==> src/rtl/apb_bridge_multislot.sv <==
// rtl/apb_bridge_multislot.sv - AHB-Lite to APB3 bridge with parametrised slot decode,
// PREADY timeout abort and decode-error response for unmapped slots (single transfers only).
module apb_bridge_multislot #(
  parameter int NUM_SLOTS  = 16,
  parameter int SLOT_LSB   = 24,
  parameter int ADDR_WIDTH = 32,
  parameter int DATA_WIDTH = 32,
  parameter int APB3_EN    = 1,
  parameter int TIMEOUT    = 256
) (
  input  logic                  HCLK,
  input  logic                  HRESETN,
  input  logic                  HSEL,
  input  logic [1:0]            HTRANS,
  input  logic                  HWRITE,
  input  logic [ADDR_WIDTH-1:0] HADDR,
  input  logic [DATA_WIDTH-1:0] HWDATA,
  input  logic                  HREADYIN,
  output logic                  HREADYOUT,
  output logic                  HRESP,
  output logic [DATA_WIDTH-1:0] HRDATA,
  output logic [NUM_SLOTS-1:0]  PSEL,
  output logic [ADDR_WIDTH-1:0] PADDR,
  output logic                  PWRITE,
  output logic                  PENABLE,
  output logic [DATA_WIDTH-1:0] PWDATA,
  input  logic [DATA_WIDTH-1:0] PRDATA,
  input  logic                  PREADY,
  input  logic                  PSLVERR,
  output logic                  TIMEOUT_ERR
);

  typedef enum logic [2:0] {
    S_IDLE,
    S_LATCH,
    S_SETUP,
    S_ACCESS,
    S_ERR1,
    S_ERR2
  } state_t;

  localparam int CNT_W = (TIMEOUT > 1) ? $clog2(TIMEOUT + 1) : 1;
  localparam logic [CNT_W-1:0] CNT_LAST = CNT_W'((TIMEOUT > 0) ? TIMEOUT - 1 : 0);

  state_t                  state_q;
  state_t                  state_d;
  logic [ADDR_WIDTH-1:0]   addr_q;
  logic                    write_q;
  logic [3:0]              slot_q;
  logic [CNT_W-1:0]        cnt_q;
  logic [NUM_SLOTS-1:0]    sel_onehot;
  logic [3:0]              slot_in;
  logic                    slot_ok;
  logic                    req;
  logic                    accept;
  logic                    pready_eff;
  logic                    pslverr_eff;
  logic                    timeout_hit;
  logic                    unused_htrans0;

  assign unused_htrans0 = HTRANS[0];

  // In APB2-compatible mode every access completes in its first ACCESS cycle without error.
  assign pready_eff  = (APB3_EN != 0) ? PREADY  : 1'b1;
  assign pslverr_eff = (APB3_EN != 0) ? PSLVERR : 1'b0;

  assign slot_in = HADDR[SLOT_LSB+3:SLOT_LSB];
  assign slot_ok = ({1'b0, slot_in} < 5'(NUM_SLOTS));
  assign req     = HSEL & HREADYIN & HTRANS[1];
  assign accept  = req & ((state_q == S_IDLE) | (state_q == S_ERR2));

  assign timeout_hit = (TIMEOUT != 0) && (state_q == S_ACCESS) && !pready_eff
                       && (cnt_q == CNT_LAST);

  always_comb begin
    sel_onehot = '0;
    for (int i = 0; i < NUM_SLOTS; i++) begin
      sel_onehot[i] = (slot_q == 4'(i));
    end
  end

  always_ff @(posedge HCLK or negedge HRESETN) begin
    if (!HRESETN) begin
      state_q <= S_IDLE;
    end else begin
      state_q <= state_d;
    end
  end

  always_comb begin
    state_d   = state_q;
    HREADYOUT = 1'b1;
    HRESP     = 1'b0;
    case (state_q)
      S_IDLE, S_ERR2: begin
        HRESP = (state_q == S_ERR2);
        if (accept) begin
          state_d = slot_ok ? S_LATCH : S_ERR1;
        end else begin
          state_d = S_IDLE;
        end
      end
      S_LATCH: begin
        HREADYOUT = 1'b0;
        state_d   = S_SETUP;
      end
      S_SETUP: begin
        HREADYOUT = 1'b0;
        state_d   = S_ACCESS;
      end
      S_ACCESS: begin
        HREADYOUT = 1'b0;
        if (pready_eff) begin
          state_d = pslverr_eff ? S_ERR1 : S_IDLE;
        end else if (timeout_hit) begin
          state_d = S_ERR1;
        end
      end
      S_ERR1: begin
        HREADYOUT = 1'b0;
        HRESP     = 1'b1;
        state_d   = S_ERR2;
      end
      default: begin
        state_d = S_IDLE;
      end
    endcase
  end

  always_ff @(posedge HCLK or negedge HRESETN) begin
    if (!HRESETN) begin
      addr_q      <= '0;
      write_q     <= 1'b0;
      slot_q      <= '0;
      cnt_q       <= '0;
      HRDATA      <= '0;
      PSEL        <= '0;
      PADDR       <= '0;
      PWRITE      <= 1'b0;
      PENABLE     <= 1'b0;
      PWDATA      <= '0;
      TIMEOUT_ERR <= 1'b0;
    end else begin
      TIMEOUT_ERR <= 1'b0;
      if (accept) begin
        addr_q  <= HADDR;
        write_q <= HWRITE;
        slot_q  <= slot_in;
      end
      // Wait-state counter only runs while a slave is stalling an access.
      if ((state_q == S_ACCESS) && !pready_eff && !timeout_hit) begin
        cnt_q <= cnt_q + CNT_W'(1);
      end else begin
        cnt_q <= '0;
      end
      case (state_q)
        S_LATCH: begin
          PADDR  <= addr_q;
          PWRITE <= write_q;
          PSEL   <= sel_onehot;
          if (write_q) begin
            PWDATA <= HWDATA;
          end
        end
        S_SETUP: begin
          PENABLE <= 1'b1;
        end
        S_ACCESS: begin
          if (pready_eff) begin
            PSEL    <= '0;
            PENABLE <= 1'b0;
            if (!PWRITE) begin
              HRDATA <= PRDATA;
            end
          end else if (timeout_hit) begin
            PSEL        <= '0;
            PENABLE     <= 1'b0;
            TIMEOUT_ERR <= 1'b1;
          end
        end
        default: begin
        end
      endcase
    end
  end

  psel_onehot_a: assert property (@(posedge HCLK) disable iff (!HRESETN) $onehot0(PSEL));
  penable_psel_a: assert property (@(posedge HCLK) disable iff (!HRESETN)
                                   PENABLE |-> (PSEL != '0));

endmodule

==> config.mk <==
export PLATFORM = sky130hd
export DESIGN_NAME = apb_bridge_multislot
export DESIGN_NICKNAME = d
export VERILOG_FILES = /design/src/rtl/apb_bridge_multislot.sv
export SDC_FILE = /design/constraint.sdc
export NUM_CORES = 1
export LEC_CHECK = 0
export ABC_AREA = 1
export CORE_MARGIN = 1.5
export CORE_UTILIZATION = 45
export CTS_BUF_LIST = sky130_fd_sc_hd__clkbuf_16
export DETAILED_ROUTE_END_ITERATION = 10
export PLACE_DENSITY_LB_ADDON = 0.05
export SLEW_MARGIN = 20
export SYNTH_ARGS = -nofsm -noshare
export SYNTH_HDL_FRONTEND = slang
export SYNTH_SLANG_ARGS = --single-unit
==> constraint.sdc <==
create_clock -name HCLK -period 2.2 [get_ports HCLK]
set_input_delay 0.55 -clock HCLK [delete_from_list [all_inputs] [get_ports HCLK]]
set_output_delay 0.55 -clock HCLK [all_outputs]
set_load 0.1 [all_outputs]
==> metrics.txt, run 1 <==
# TYPE chip_impl_metric gauge
chip_impl_metric{name="setup_tns",unit="ns"} 0
chip_impl_info{name="maxUsedRoutingLayer",value="met4"} 1
chip_impl_metric{name="vias_in_the_first_global_route",unit=""} 5211
chip_impl_info{name="holdCritPathClass",value="primary input to async pin"} 1
chip_impl_metric{name="multi_input_gate_area_in_the_final_layout",unit="mm2"} 0.00217
chip_impl_metric{name="synth_cells",unit=""} 734
chip_impl_metric{name="drv_cap",unit=""} 0
chip_impl_metric{name="reg2reg_depth",unit=""} 9
chip_impl_metric{name="post-cts-setup-buffer-count",unit=""} 0
chip_impl_metric{name="synth_cell_types",unit=""} 19
chip_impl_info{name="crit_path_end_kind",value="output pin"} 1
chip_impl_metric{name="detailroute.via_count",unit=""} 5672
chip_impl_info{name="worst_setup_path_startpoint",value="state_q[0]"} 1
chip_impl_metric{name="die_width",unit="um"} 122
chip_impl_metric{name="slew_viol_final",unit=""} 0
chip_impl_info{name="timing.setup.critical_path_class",value="flop to output pin"} 1
chip_impl_metric{name="numClockSinks",unit=""} 160
chip_impl_info{name="startpoint_class_of_the_critical_path",value="flop"} 1
chip_impl_metric{name="syn_area",unit="mm2"} 0.00641
chip_impl_metric{name="drtPass1Iterations",unit=""} 5
chip_impl_metric{name="crit_arrival",unit="ns"} 1.49
chip_impl_metric{name="drive_above_1_share",unit="%"} 18.1
chip_impl_metric{name="hold_viol",unit=""} 0
chip_impl_metric{name="rows",unit=""} 43
chip_impl_metric{name="cts_buffers",unit=""} 17
chip_impl_metric{name="worst_pin_slew",unit="ns"} 0.915
chip_impl_metric{name="antenna_found_initial",unit=""} 0
chip_impl_metric{name="slew_headroom",unit="%"} 38.9
chip_impl_metric{name="flip_flop_and_latch_area",unit="mm2"} 0.00401
chip_impl_info{name="rsz_0062_raised_after_global_routing",value="false"} 1
chip_impl_metric{name="drt-wirelength-per-cell",unit="um"} 14.8
chip_impl_metric{name="met3_wirelength",unit="um"} 1170
chip_impl_metric{name="drcViolationCount",unit=""} 0
chip_impl_info{name="clock-root-buffer",value="sky130_fd_sc_hd__clkbuf_16"} 1
chip_impl_metric{name="met2_length",unit="um"} 8170
chip_impl_metric{name="yosysSeqAreaShare",unit="%"} 62.4
chip_impl_info{name="launch_point_of_the_worst_reg_to_reg_path",value="cnt_q[0]"} 1
chip_impl_metric{name="globalRouteTotalUtil",unit="%"} 22.8
chip_impl_metric{name="vert_die_dim",unit="um"} 122
chip_impl_metric{name="floorplan.initialDensity",unit="%"} 46.2
chip_impl_metric{name="final.fill_count",unit=""} 1208
chip_impl_info{name="r2r_end",value="PSEL[15]"} 1
chip_impl_metric{name="timing.final.setup_violations",unit=""} 0
chip_impl_metric{name="postCtsHoldBufs",unit=""} 0
chip_impl_info{name="cts_tree",value="yes"} 1
chip_impl_metric{name="setup_slack_of_the_worst_register_to_register_path",unit="ns"} 0.36
chip_impl_metric{name="dp_hpwl",unit="um"} 11700
chip_impl_metric{name="clock.fmax",unit="MHz"} 490
chip_impl_metric{name="clk-insertion-delay-late",unit="ns"} 0.42
chip_impl_metric{name="antenna_viol_nets_final",unit=""} 0
chip_impl_metric{name="place.port_buffers",unit=""} 220
chip_impl_metric{name="wirelength_met1",unit="um"} 7310
chip_impl_metric{name="floorplan.die_area",unit="mm2"} 0.0150
chip_impl_metric{name="flow.area_growth_from_synthesis",unit="%"} 42.9
chip_impl_metric{name="grt_max_degree",unit=""} 55
chip_impl_metric{name="cts.clk_slew.worst_paths",unit="ns"} 0.06
chip_impl_metric{name="cts_resized",unit=""} 0
chip_impl_metric{name="synth.avg_cell_area",unit="um2"} 8.74
chip_impl_metric{name="clock_skew",unit="ns"} 0.00571
chip_impl_metric{name="floorplan.core_area",unit="mm2"} 0.0139
chip_impl_metric{name="finish.net_count",unit=""} 1057
chip_impl_metric{name="worstPathRequired",unit="ns"} 1.65
chip_impl_metric{name="clk_path_buf_depth",unit=""} 2
chip_impl_metric{name="via_per_inst",unit=""} 4.96
chip_impl_metric{name="drt_first_iter_violations",unit=""} 383
chip_impl_metric{name="antenna_cells_inserted",unit=""} 0
chip_impl_info{name="outcome",value="finished, final reports clean"} 1
chip_impl_metric{name="finalCritPeriodShare",unit="%"} 92.9
chip_impl_metric{name="gp_routability_congestion",unit=""} 0.829
chip_impl_metric{name="syn_nets",unit=""} 841
chip_impl_metric{name="maximum_level_of_the_cts_h_tree",unit=""} 4
chip_impl_metric{name="timing.critical_path.fanout_max",unit=""} 4
chip_impl_metric{name="postSynthRegisterBits",unit=""} 160
chip_impl_metric{name="synth_warnings",unit=""} 0
chip_impl_metric{name="grt_overflow",unit=""} 0
chip_impl_metric{name="grt_pass1_wl",unit="um"} 26300
chip_impl_metric{name="drt_wl_total",unit="um"} 17000
chip_impl_metric{name="io-pin-count",unit=""} 222
chip_impl_metric{name="final.min_clock_period",unit="ns"} 2.04
flip-flops by register name, summed over array words and instances (netlist names):
signal       flops
HRDATA          32
PADDR           32
PENABLE          1
PSEL            16
PWDATA          32
PWRITE           1
TIMEOUT_ERR      1
addr_q          32
cnt_q            9
state_q          3
write_q          1
cell usage after synthesis:
cell type | n | share of area, %
sky130_fd_sc_hd__nor2_2 | 2 | 0.20
sky130_fd_sc_hd__xor2_1 | 1 | 0.14
sky130_fd_sc_hd__a21oi_1 | 1 | 0.078
sky130_fd_sc_hd__xnor2_1 | 2 | 0.27
sky130_fd_sc_hd__o21ai_0 | 4 | 0.31
sky130_fd_sc_hd__dfrtp_1 | 160 | 62
sky130_fd_sc_hd__nor2_1 | 25 | 1.5
sky130_fd_sc_hd__inv_2 | 3 | 0.18
sky130_fd_sc_hd__inv_1 | 17 | 1.0
sky130_fd_sc_hd__ha_1 | 2 | 0.39
sky130_fd_sc_hd__or2_2 | 1 | 0.098
sky130_fd_sc_hd__nand3b_1 | 1 | 0.12
sky130_fd_sc_hd__nand3_1 | 138 | 11
sky130_fd_sc_hd__nor4_1 | 1 | 0.098
sky130_fd_sc_hd__clkbuf_1 | 24 | 1.4
sky130_fd_sc_hd__a21oi_2 | 1 | 0.14
sky130_fd_sc_hd__buf_2 | 17 | 1.3
sky130_fd_sc_hd__and3_1 | 1 | 0.098
sky130_fd_sc_hd__nand2_1 | 333 | 19
worst max-delay path, stage by stage (launching register included):
cell and delay, ns:
sky130_fd_sc_hd__dfrtp_1 0.39, sky130_fd_sc_hd__inv_1 0.09, sky130_fd_sc_hd__nand3_1 0.12, sky130_fd_sc_hd__nand2_1 0.10, sky130_fd_sc_hd__a21oi_2 0.17, sky130_fd_sc_hd__buf_12 0.19
metal layers:
metal  global-route usage (%)  vias up
li1                         -     2755
met1                     30.0     2691
met2                     37.0      205
met3                     5.30       21
met4                     8.43        0
met5                        0        -
worst max-delay path by stage:
stage	endpoint	slack, ns
finish	HREADYOUT	0.16
global route	HREADYOUT	0.04
CTS	HREADYOUT	0.07
detailed placement	addr_q[7]	0.21
global placement	addr_q[9]	0.23
floorplan	HREADYOUT	0.17
per-stage QoR:
stage               instance area (um2)  cells  setup slack [ns]  hold slack, ns  utilization (%)
finish                             9160   1143             0.157          0.0703             66.0
global route                       9160   1143            0.0433          0.0962             66.0
CTS                                9160   1143            0.0704          0.0816             66.0
detailed placement                 8580   1111             0.205           0.458             61.8
global placement                   8580   1111             0.228           0.454             61.8
floorplan                          6420    734             0.170           0.254                -
cell type report:
class	count	area share, %
clock buffers	17	4.64
flip-flops and latches	160	43.7
inverters	20	0.819
repair buffers	238	23.0
clock inverters	15	1.67
well taps	180	2.46
multi-input cells	513	23.7
cell usage in the layout (no fill, tap or decap), types with 2 or more instances in the layout:
cell type                           n
sky130_fd_sc_hd__o21ai_0            4
sky130_fd_sc_hd__inv_1             19
sky130_fd_sc_hd__inv_2              3
sky130_fd_sc_hd__clkdlybuf4s50_1  102
sky130_fd_sc_hd__ha_1               2
sky130_fd_sc_hd__clkinvlp_4         2
sky130_fd_sc_hd__buf_12             5
sky130_fd_sc_hd__nor2_1            24
sky130_fd_sc_hd__nor2_2             2
sky130_fd_sc_hd__nand2_1          332
sky130_fd_sc_hd__dfrtp_1          159
sky130_fd_sc_hd__buf_4            130
sky130_fd_sc_hd__bufinv_16          3
sky130_fd_sc_hd__clkinv_2           4
sky130_fd_sc_hd__clkinv_1           3
sky130_fd_sc_hd__xnor2_1            2
sky130_fd_sc_hd__a21oi_2            2
sky130_fd_sc_hd__nand3_1          138
sky130_fd_sc_hd__clkbuf_16         17
cell families after synthesis:
family	Yosys count	share of synthesized area (%)
AO/OA/AOI/OAI	6	0.527
XOR/XNOR	3	0.410
adder cells (fa/ha/maj)	2	0.390
buffers and inverters	61	3.90
flip-flops	160	62.4
AND/OR/NAND/NOR	502	32.3
Power of run 1 is left out: the tool's default activity adds up to more than one toggle a clock period on the data nets, which glitch-free logic cannot reach.
==> inputs of run 2 (changes only) <==
==> constraint.sdc (replaced) <==
create_clock -name HCLK -period 2.2 [get_ports HCLK]
set_input_delay 0.22 -clock HCLK [delete_from_list [all_inputs] [get_ports HCLK]]
set_output_delay 0.22 -clock HCLK [all_outputs]
set_load 0.1 [all_outputs]
==> metrics.txt, run 2 (synthesis gave the netlist of run 1 again) <==
# TYPE chip_impl_metric gauge
chip_impl_metric{name="reg2reg_depth",unit=""} 9
chip_impl_metric{name="finalCritPeriodShare",unit="%"} 89.8
chip_impl_metric{name="worst_pin_slew",unit="ns"} 0.642
chip_impl_info{name="holdCritPathClass",value="primary input to flop"} 1
chip_impl_metric{name="cts.clk_slew.worst_paths",unit="ns"} 0.06
chip_impl_metric{name="globalRouteTotalUtil",unit="%"} 23.1
chip_impl_metric{name="drt_first_iter_violations",unit=""} 533
chip_impl_metric{name="floorplan.core_area",unit="mm2"} 0.0139
chip_impl_metric{name="clock.fmax",unit="MHz"} 506
chip_impl_metric{name="grt_pass1_wl",unit="um"} 26800
chip_impl_metric{name="setup_tns",unit="ns"} 0
chip_impl_info{name="cts_tree",value="yes"} 1
chip_impl_metric{name="io-pin-count",unit=""} 222
chip_impl_info{name="outcome",value="finished, final reports clean"} 1
chip_impl_metric{name="vias_in_the_first_global_route",unit=""} 5339
chip_impl_metric{name="dp_hpwl",unit="um"} 11800
chip_impl_metric{name="clk_path_buf_depth",unit=""} 2
chip_impl_metric{name="antenna_found_initial",unit=""} 0
chip_impl_metric{name="whs_path_depth",unit=""} 3
chip_impl_metric{name="finalCoreUtilization",unit="%"} 65.9
chip_impl_metric{name="rows",unit=""} 43
chip_impl_info{name="clock-root-buffer",value="sky130_fd_sc_hd__clkbuf_16"} 1
chip_impl_metric{name="grt_overflow",unit=""} 0
chip_impl_info{name="final_common_cell",value="sky130_fd_sc_hd__nand2_1"} 1
chip_impl_metric{name="drtPass1Iterations",unit=""} 6
chip_impl_metric{name="clock_skew",unit="ns"} 0.00528
chip_impl_metric{name="clk-insertion-delay-late",unit="ns"} 0.42
chip_impl_metric{name="numClockSinks",unit=""} 160
chip_impl_info{name="maxUsedRoutingLayer",value="met4"} 1
chip_impl_metric{name="slew_headroom",unit="%"} 57.2
chip_impl_metric{name="cts_buffers",unit=""} 17
chip_impl_metric{name="timing.critical_path.fanout_max",unit=""} 17
chip_impl_metric{name="drv_cap",unit=""} 0
chip_impl_info{name="crit_path_end_kind",value="flop"} 1
chip_impl_metric{name="slew_viol_final",unit=""} 0
chip_impl_metric{name="post-cts-setup-buffer-count",unit=""} 0
chip_impl_metric{name="antenna_viol_nets_final",unit=""} 0
chip_impl_metric{name="vert_die_dim",unit="um"} 122
chip_impl_metric{name="drt_wl_total",unit="um"} 16800
chip_impl_info{name="rsz_0062_raised_after_global_routing",value="false"} 1
chip_impl_info{name="timing.setup.critical_path_class",value="flop to flop"} 1
chip_impl_metric{name="floorplan.die_area",unit="mm2"} 0.0150
chip_impl_metric{name="floorplan.initialDensity",unit="%"} 46.2
chip_impl_metric{name="hold_viol",unit=""} 0
chip_impl_metric{name="via_per_inst",unit=""} 4.96
chip_impl_metric{name="met2_length",unit="um"} 7930
chip_impl_metric{name="detailroute.via_count",unit=""} 5670
chip_impl_metric{name="gp_routability_congestion",unit=""} 0.841
chip_impl_metric{name="maximum_level_of_the_cts_h_tree",unit=""} 4
chip_impl_metric{name="met3_wirelength",unit="um"} 1300
chip_impl_metric{name="place.port_buffers",unit=""} 220
chip_impl_metric{name="drive_above_1_share",unit="%"} 17.8
chip_impl_metric{name="drt-wirelength-per-cell",unit="um"} 14.7
chip_impl_metric{name="drcViolationCount",unit=""} 0
chip_impl_info{name="startpoint_class_of_the_critical_path",value="flop"} 1
chip_impl_metric{name="antenna_cells_inserted",unit=""} 0
chip_impl_metric{name="grt_max_degree",unit=""} 69
chip_impl_metric{name="wirelength_met1",unit="um"} 7300
chip_impl_info{name="layout_common_cells",value="333 x sky130_fd_sc_hd__nand2_1, 160 x sky130_fd_sc_hd__dfrtp_1, 138 x sky130_fd_sc_hd__nand3_1"} 1
chip_impl_metric{name="timing.final.setup_violations",unit=""} 0
chip_impl_metric{name="worstPathRequired",unit="ns"} 2.55
chip_impl_metric{name="final.min_clock_period",unit="ns"} 1.98
chip_impl_metric{name="crit_arrival",unit="ns"} 2.33
chip_impl_metric{name="die_width",unit="um"} 122
chip_impl_metric{name="flow.area_growth_from_synthesis",unit="%"} 42.7
chip_impl_metric{name="finish.net_count",unit=""} 1057
run 2: cell type report:
| type | instances | area, um2 |
|---|---|---|
| timing repair buffer | 238 | 2100 |
| sequential | 160 | 4000 |
| fill | 1182 | 4730 |
| clock inverter | 15 | 153 |
| clock buffer | 17 | 425 |
| inverter | 20 | 75.1 |
| multi-input combinational | 513 | 2170 |
| tap | 180 | 225 |
run 2: critical path, stage by stage, from the launching register on:
cell and delay [ns]:
sky130_fd_sc_hd__dfrtp_1 0.42, sky130_fd_sc_hd__ha_1 0.27, sky130_fd_sc_hd__nand3_1 0.12, sky130_fd_sc_hd__nor2_1 0.05, sky130_fd_sc_hd__ha_1 0.19, sky130_fd_sc_hd__nor2_1 0.15, sky130_fd_sc_hd__inv_1 0.06, sky130_fd_sc_hd__nand2_1 0.40
sky130_fd_sc_hd__nand3_1 0.15, sky130_fd_sc_hd__nand2_1 0.12
run 2: worst paths after layout:
kind / startpoint / endpoint / slack (ns)
max: cnt_q[0] / PSEL[6] / 0.22
min: HADDR[20] / addr_q[20] / 0.36
max reg2reg: cnt_q[0] / PSEL[6] / 0.22
min reg2reg: addr_q[18] / addr_q[18] / 0.47
max in group asynchronous: HRESETN / PSEL[3] / 1.14
min in group asynchronous: HRESETN / PWDATA[15] / 0.37
run 2: per-layer routing:
| layer | global-route usage [%] | vias up |
|---|---|---|
| li1 | - | 2761 |
| met1 | 31.6 | 2670 |
| met2 | 35.8 | 218 |
| met3 | 6.04 | 21 |
| met4 | 8.21 | 0 |
| met5 | 0 | - |
run 2: stage by stage:
step	std cells	cell area (um2)	hold WS, ns	worst slack, ns
final	1143	9150	0.358	0.224
after global routing	1143	9150	0.353	0.0492
after CTS	1143	9150	0.339	0.240
after detailed placement	1110	8560	0.272	0.253
after global placement	1110	8560	0.264	0.308
after floorplan	734	6420	-0.0756	0.385
run 2: what timing repair did:
item | in CTS | in global routing
hold endpoints to repair | 66 | 0
hold buffers | 1 | 0
gates resized for setup | 0 | 0
Power of run 2 is left out for the same reason.
==> inputs of run 3 (changes only) <==
--- a/config.mk
+++ b/config.mk
@@ -7,9 +7,10 @@
 export LEC_CHECK = 0
 export ABC_AREA = 1
 export CORE_MARGIN = 1.5
-export CORE_UTILIZATION = 45
+export CORE_UTILIZATION = 55
 export CTS_BUF_LIST = sky130_fd_sc_hd__clkbuf_16
 export DETAILED_ROUTE_END_ITERATION = 10
+export DONT_BUFFER_PORTS = 1
 export PLACE_DENSITY_LB_ADDON = 0.05
 export SLEW_MARGIN = 20
 export SYNTH_ARGS = -nofsm -noshare
==> metrics.txt, run 3 (synthesis gave the netlist of run 1 again) <==
# TYPE chip_impl_metric gauge
chip_impl_metric{name="vias_in_the_first_global_route",unit=""} 5671
chip_impl_metric{name="floorplan.die_area",unit="mm2"} 0.0123
chip_impl_info{name="crit_path_end_kind",value="flop"} 1
chip_impl_metric{name="grt_max_degree",unit=""} 161
chip_impl_metric{name="via_per_inst",unit=""} 5.26
chip_impl_metric{name="cts.clk_slew.worst_paths",unit="ns"} 0.06
chip_impl_info{name="holdCritPathClass",value="primary input to async pin"} 1
chip_impl_info{name="outcome",value="finished, violations left"} 1
chip_impl_info{name="critPathSlowestCell",value="sky130_fd_sc_hd__dfrtp_1"} 1
chip_impl_metric{name="gp_routability_congestion",unit=""} 0.828
chip_impl_metric{name="drtPass1Iterations",unit=""} 5
chip_impl_metric{name="postCtsHoldBufs",unit=""} 98
chip_impl_metric{name="globalRouteTotalUtil",unit="%"} 29.3
chip_impl_metric{name="flow.area_growth_from_synthesis",unit="%"} 40.9
chip_impl_info{name="path_cells",value="ha_1 > nand3_1 > nor2_1 > ha_1 > nor2_1 > inv_1 > nand2_1 > nand3_1 > nand2_1"} 1
chip_impl_metric{name="drv_cap",unit=""} 0
chip_impl_metric{name="vert_die_dim",unit="um"} 111
chip_impl_info{name="layout_common_cells",value="333 x sky130_fd_sc_hd__nand2_1, 160 x sky130_fd_sc_hd__dfrtp_1, 138 x sky130_fd_sc_hd__nand3_1"} 1
chip_impl_metric{name="drt-wirelength-per-cell",unit="um"} 16.1
chip_impl_metric{name="rows",unit=""} 39
chip_impl_info{name="final_common_cell",value="sky130_fd_sc_hd__nand2_1"} 1
chip_impl_info{name="failed_checks",value="hold timing"} 1
chip_impl_metric{name="antenna_viol_nets_final",unit=""} 0
chip_impl_metric{name="clock.fmax",unit="MHz"} 508
chip_impl_metric{name="final.min_clock_period",unit="ns"} 1.97
chip_impl_info{name="timing.setup.critical_path_class",value="flop to flop"} 1
chip_impl_metric{name="cts_resized",unit=""} 0
chip_impl_metric{name="setup_slack_of_the_worst_register_to_register_path",unit="ns"} 0.23
chip_impl_metric{name="clk-insertion-delay-late",unit="ns"} 0.42
chip_impl_metric{name="clk_path_buf_depth",unit=""} 2
chip_impl_metric{name="finalCoreUtilization",unit="%"} 79.5
chip_impl_metric{name="finish.net_count",unit=""} 1048
chip_impl_metric{name="grt_pass1_wl",unit="um"} 28500
chip_impl_metric{name="drive_above_1_share",unit="%"} 17.5
chip_impl_metric{name="floorplan.initialDensity",unit="%"} 56.4
chip_impl_metric{name="finalCritPeriodShare",unit="%"} 89.6
chip_impl_metric{name="timing.final.setup_violations",unit=""} 0
chip_impl_info{name="clock-root-buffer",value="sky130_fd_sc_hd__clkbuf_16"} 1
chip_impl_metric{name="final.fill_count",unit=""} 663
chip_impl_info{name="startpoint_class_of_the_critical_path",value="flop"} 1
chip_impl_metric{name="setup_tns",unit="ns"} 0
chip_impl_metric{name="worstPathRequired",unit="ns"} 2.55
chip_impl_metric{name="drcViolationCount",unit=""} 0
chip_impl_metric{name="cts_buffers",unit=""} 17
chip_impl_info{name="cts_tree",value="yes"} 1
chip_impl_metric{name="flip_flop_and_latch_area",unit="mm2"} 0.00400
chip_impl_metric{name="floorplan.core_area",unit="mm2"} 0.0114
chip_impl_metric{name="slew_headroom",unit="%"} 63.9
chip_impl_metric{name="hold_viol",unit=""} 160
chip_impl_metric{name="worst_pin_slew",unit="ns"} 0.540
chip_impl_metric{name="grt_overflow",unit=""} 0
chip_impl_metric{name="slew_viol_final",unit=""} 0
chip_impl_metric{name="maximum_level_of_the_cts_h_tree",unit=""} 4
chip_impl_metric{name="clock_skew",unit="ns"} 0.00743
chip_impl_info{name="rsz_0062_raised_after_global_routing",value="false"} 1
chip_impl_metric{name="drt_wl_total",unit="um"} 17600
chip_impl_metric{name="die_width",unit="um"} 111
chip_impl_metric{name="io-pin-count",unit=""} 222
chip_impl_metric{name="detailroute.via_count",unit=""} 5774
chip_impl_metric{name="antenna_found_initial",unit=""} 0
chip_impl_metric{name="post-cts-setup-buffer-count",unit=""} 0
chip_impl_metric{name="critical_path.max_stage_delay",unit="ns"} 0.41
chip_impl_metric{name="timing.critical_path.fanout_max",unit=""} 17
chip_impl_metric{name="drt_first_iter_violations",unit=""} 495
chip_impl_metric{name="crit_arrival",unit="ns"} 2.32
chip_impl_metric{name="place.port_buffers",unit=""} 0
chip_impl_metric{name="multi_input_gate_area_in_the_final_layout",unit="mm2"} 0.00217
chip_impl_metric{name="numClockSinks",unit=""} 160
chip_impl_metric{name="final.hold.worst_slack",unit="ns"} -0.501
chip_impl_metric{name="dp_hpwl",unit="um"} 10700
run 3: changes by cell type in the layout (fill, tap and decap cells not counted), sizes merged:
cell,before,now
diode,0,1
inv,22,23
clkinvlp,2,3
clkinv,8,4
bufinv,3,5
buf,135,131
clkdlybuf4s50,102,0
dlygate4sd3,1,98
run 3: worst paths after layout:
| check | depth (start not counted) | startpoint | endpoint |
|---|---|---|---|
| worst min register to register | 2 | addr_q[16] | addr_q[16] |
| min in group HCLK | 5 | PSLVERR | state_q[2] |
| worst min-delay path | 0 | HRESETN | PWDATA[17] |
| worst max-delay path | 9 | cnt_q[0] | PSEL[2] |
| worst max register to register | 9 | cnt_q[0] | PSEL[2] |
| max in group asynchronous | 0 | HRESETN | PADDR[28] |
run 3: final cells by class:
class,count,area share [%]
diodes,1,0.0277
flip-flops and latches,160,44.3
clock buffers,17,4.71
repair buffers,229,21.9
inverters,20,0.831
well taps,143,1.98
clock inverters,15,2.23
multi-input cells,513,24.0
run 3: per-layer routing:
| layer | vias to the layer above | track usage (%) | share of wire [%] |
|---|---|---|---|
| li1 | 2739 | - | - |
| met4 | 0 | 12.9 | 2.8 |
| met5 | - | 0 | 0 |
| met2 | 270 | 48.1 | 49 |
| met3 | 42 | 8.47 | 7.7 |
| met1 | 2723 | 36.4 | 40 |
run 3: worst max-delay path, delay by kind of cell (launching register included):
family | cells | cell delay (ns)
buf+inv | 1 | 0.05
simple gates | 6 | 1.01
fa+ha+maj | 2 | 0.45
flops | 1 | 0.41
run 3: per-stage QoR:
step                      area [um2]  setup slack (ns)  cells  hold slack [ns]
after floorplan                 6420             0.385    734          -0.0756
after global placement          7420             0.320    967          -0.0709
after detailed placement        7420             0.277    967          -0.0720
after CTS                       9030             0.258   1097           -0.519
after global routing            9030            0.0981   1097           -0.528
final                           9030             0.230   1098           -0.501
Power of run 3 is left out for the same reason.
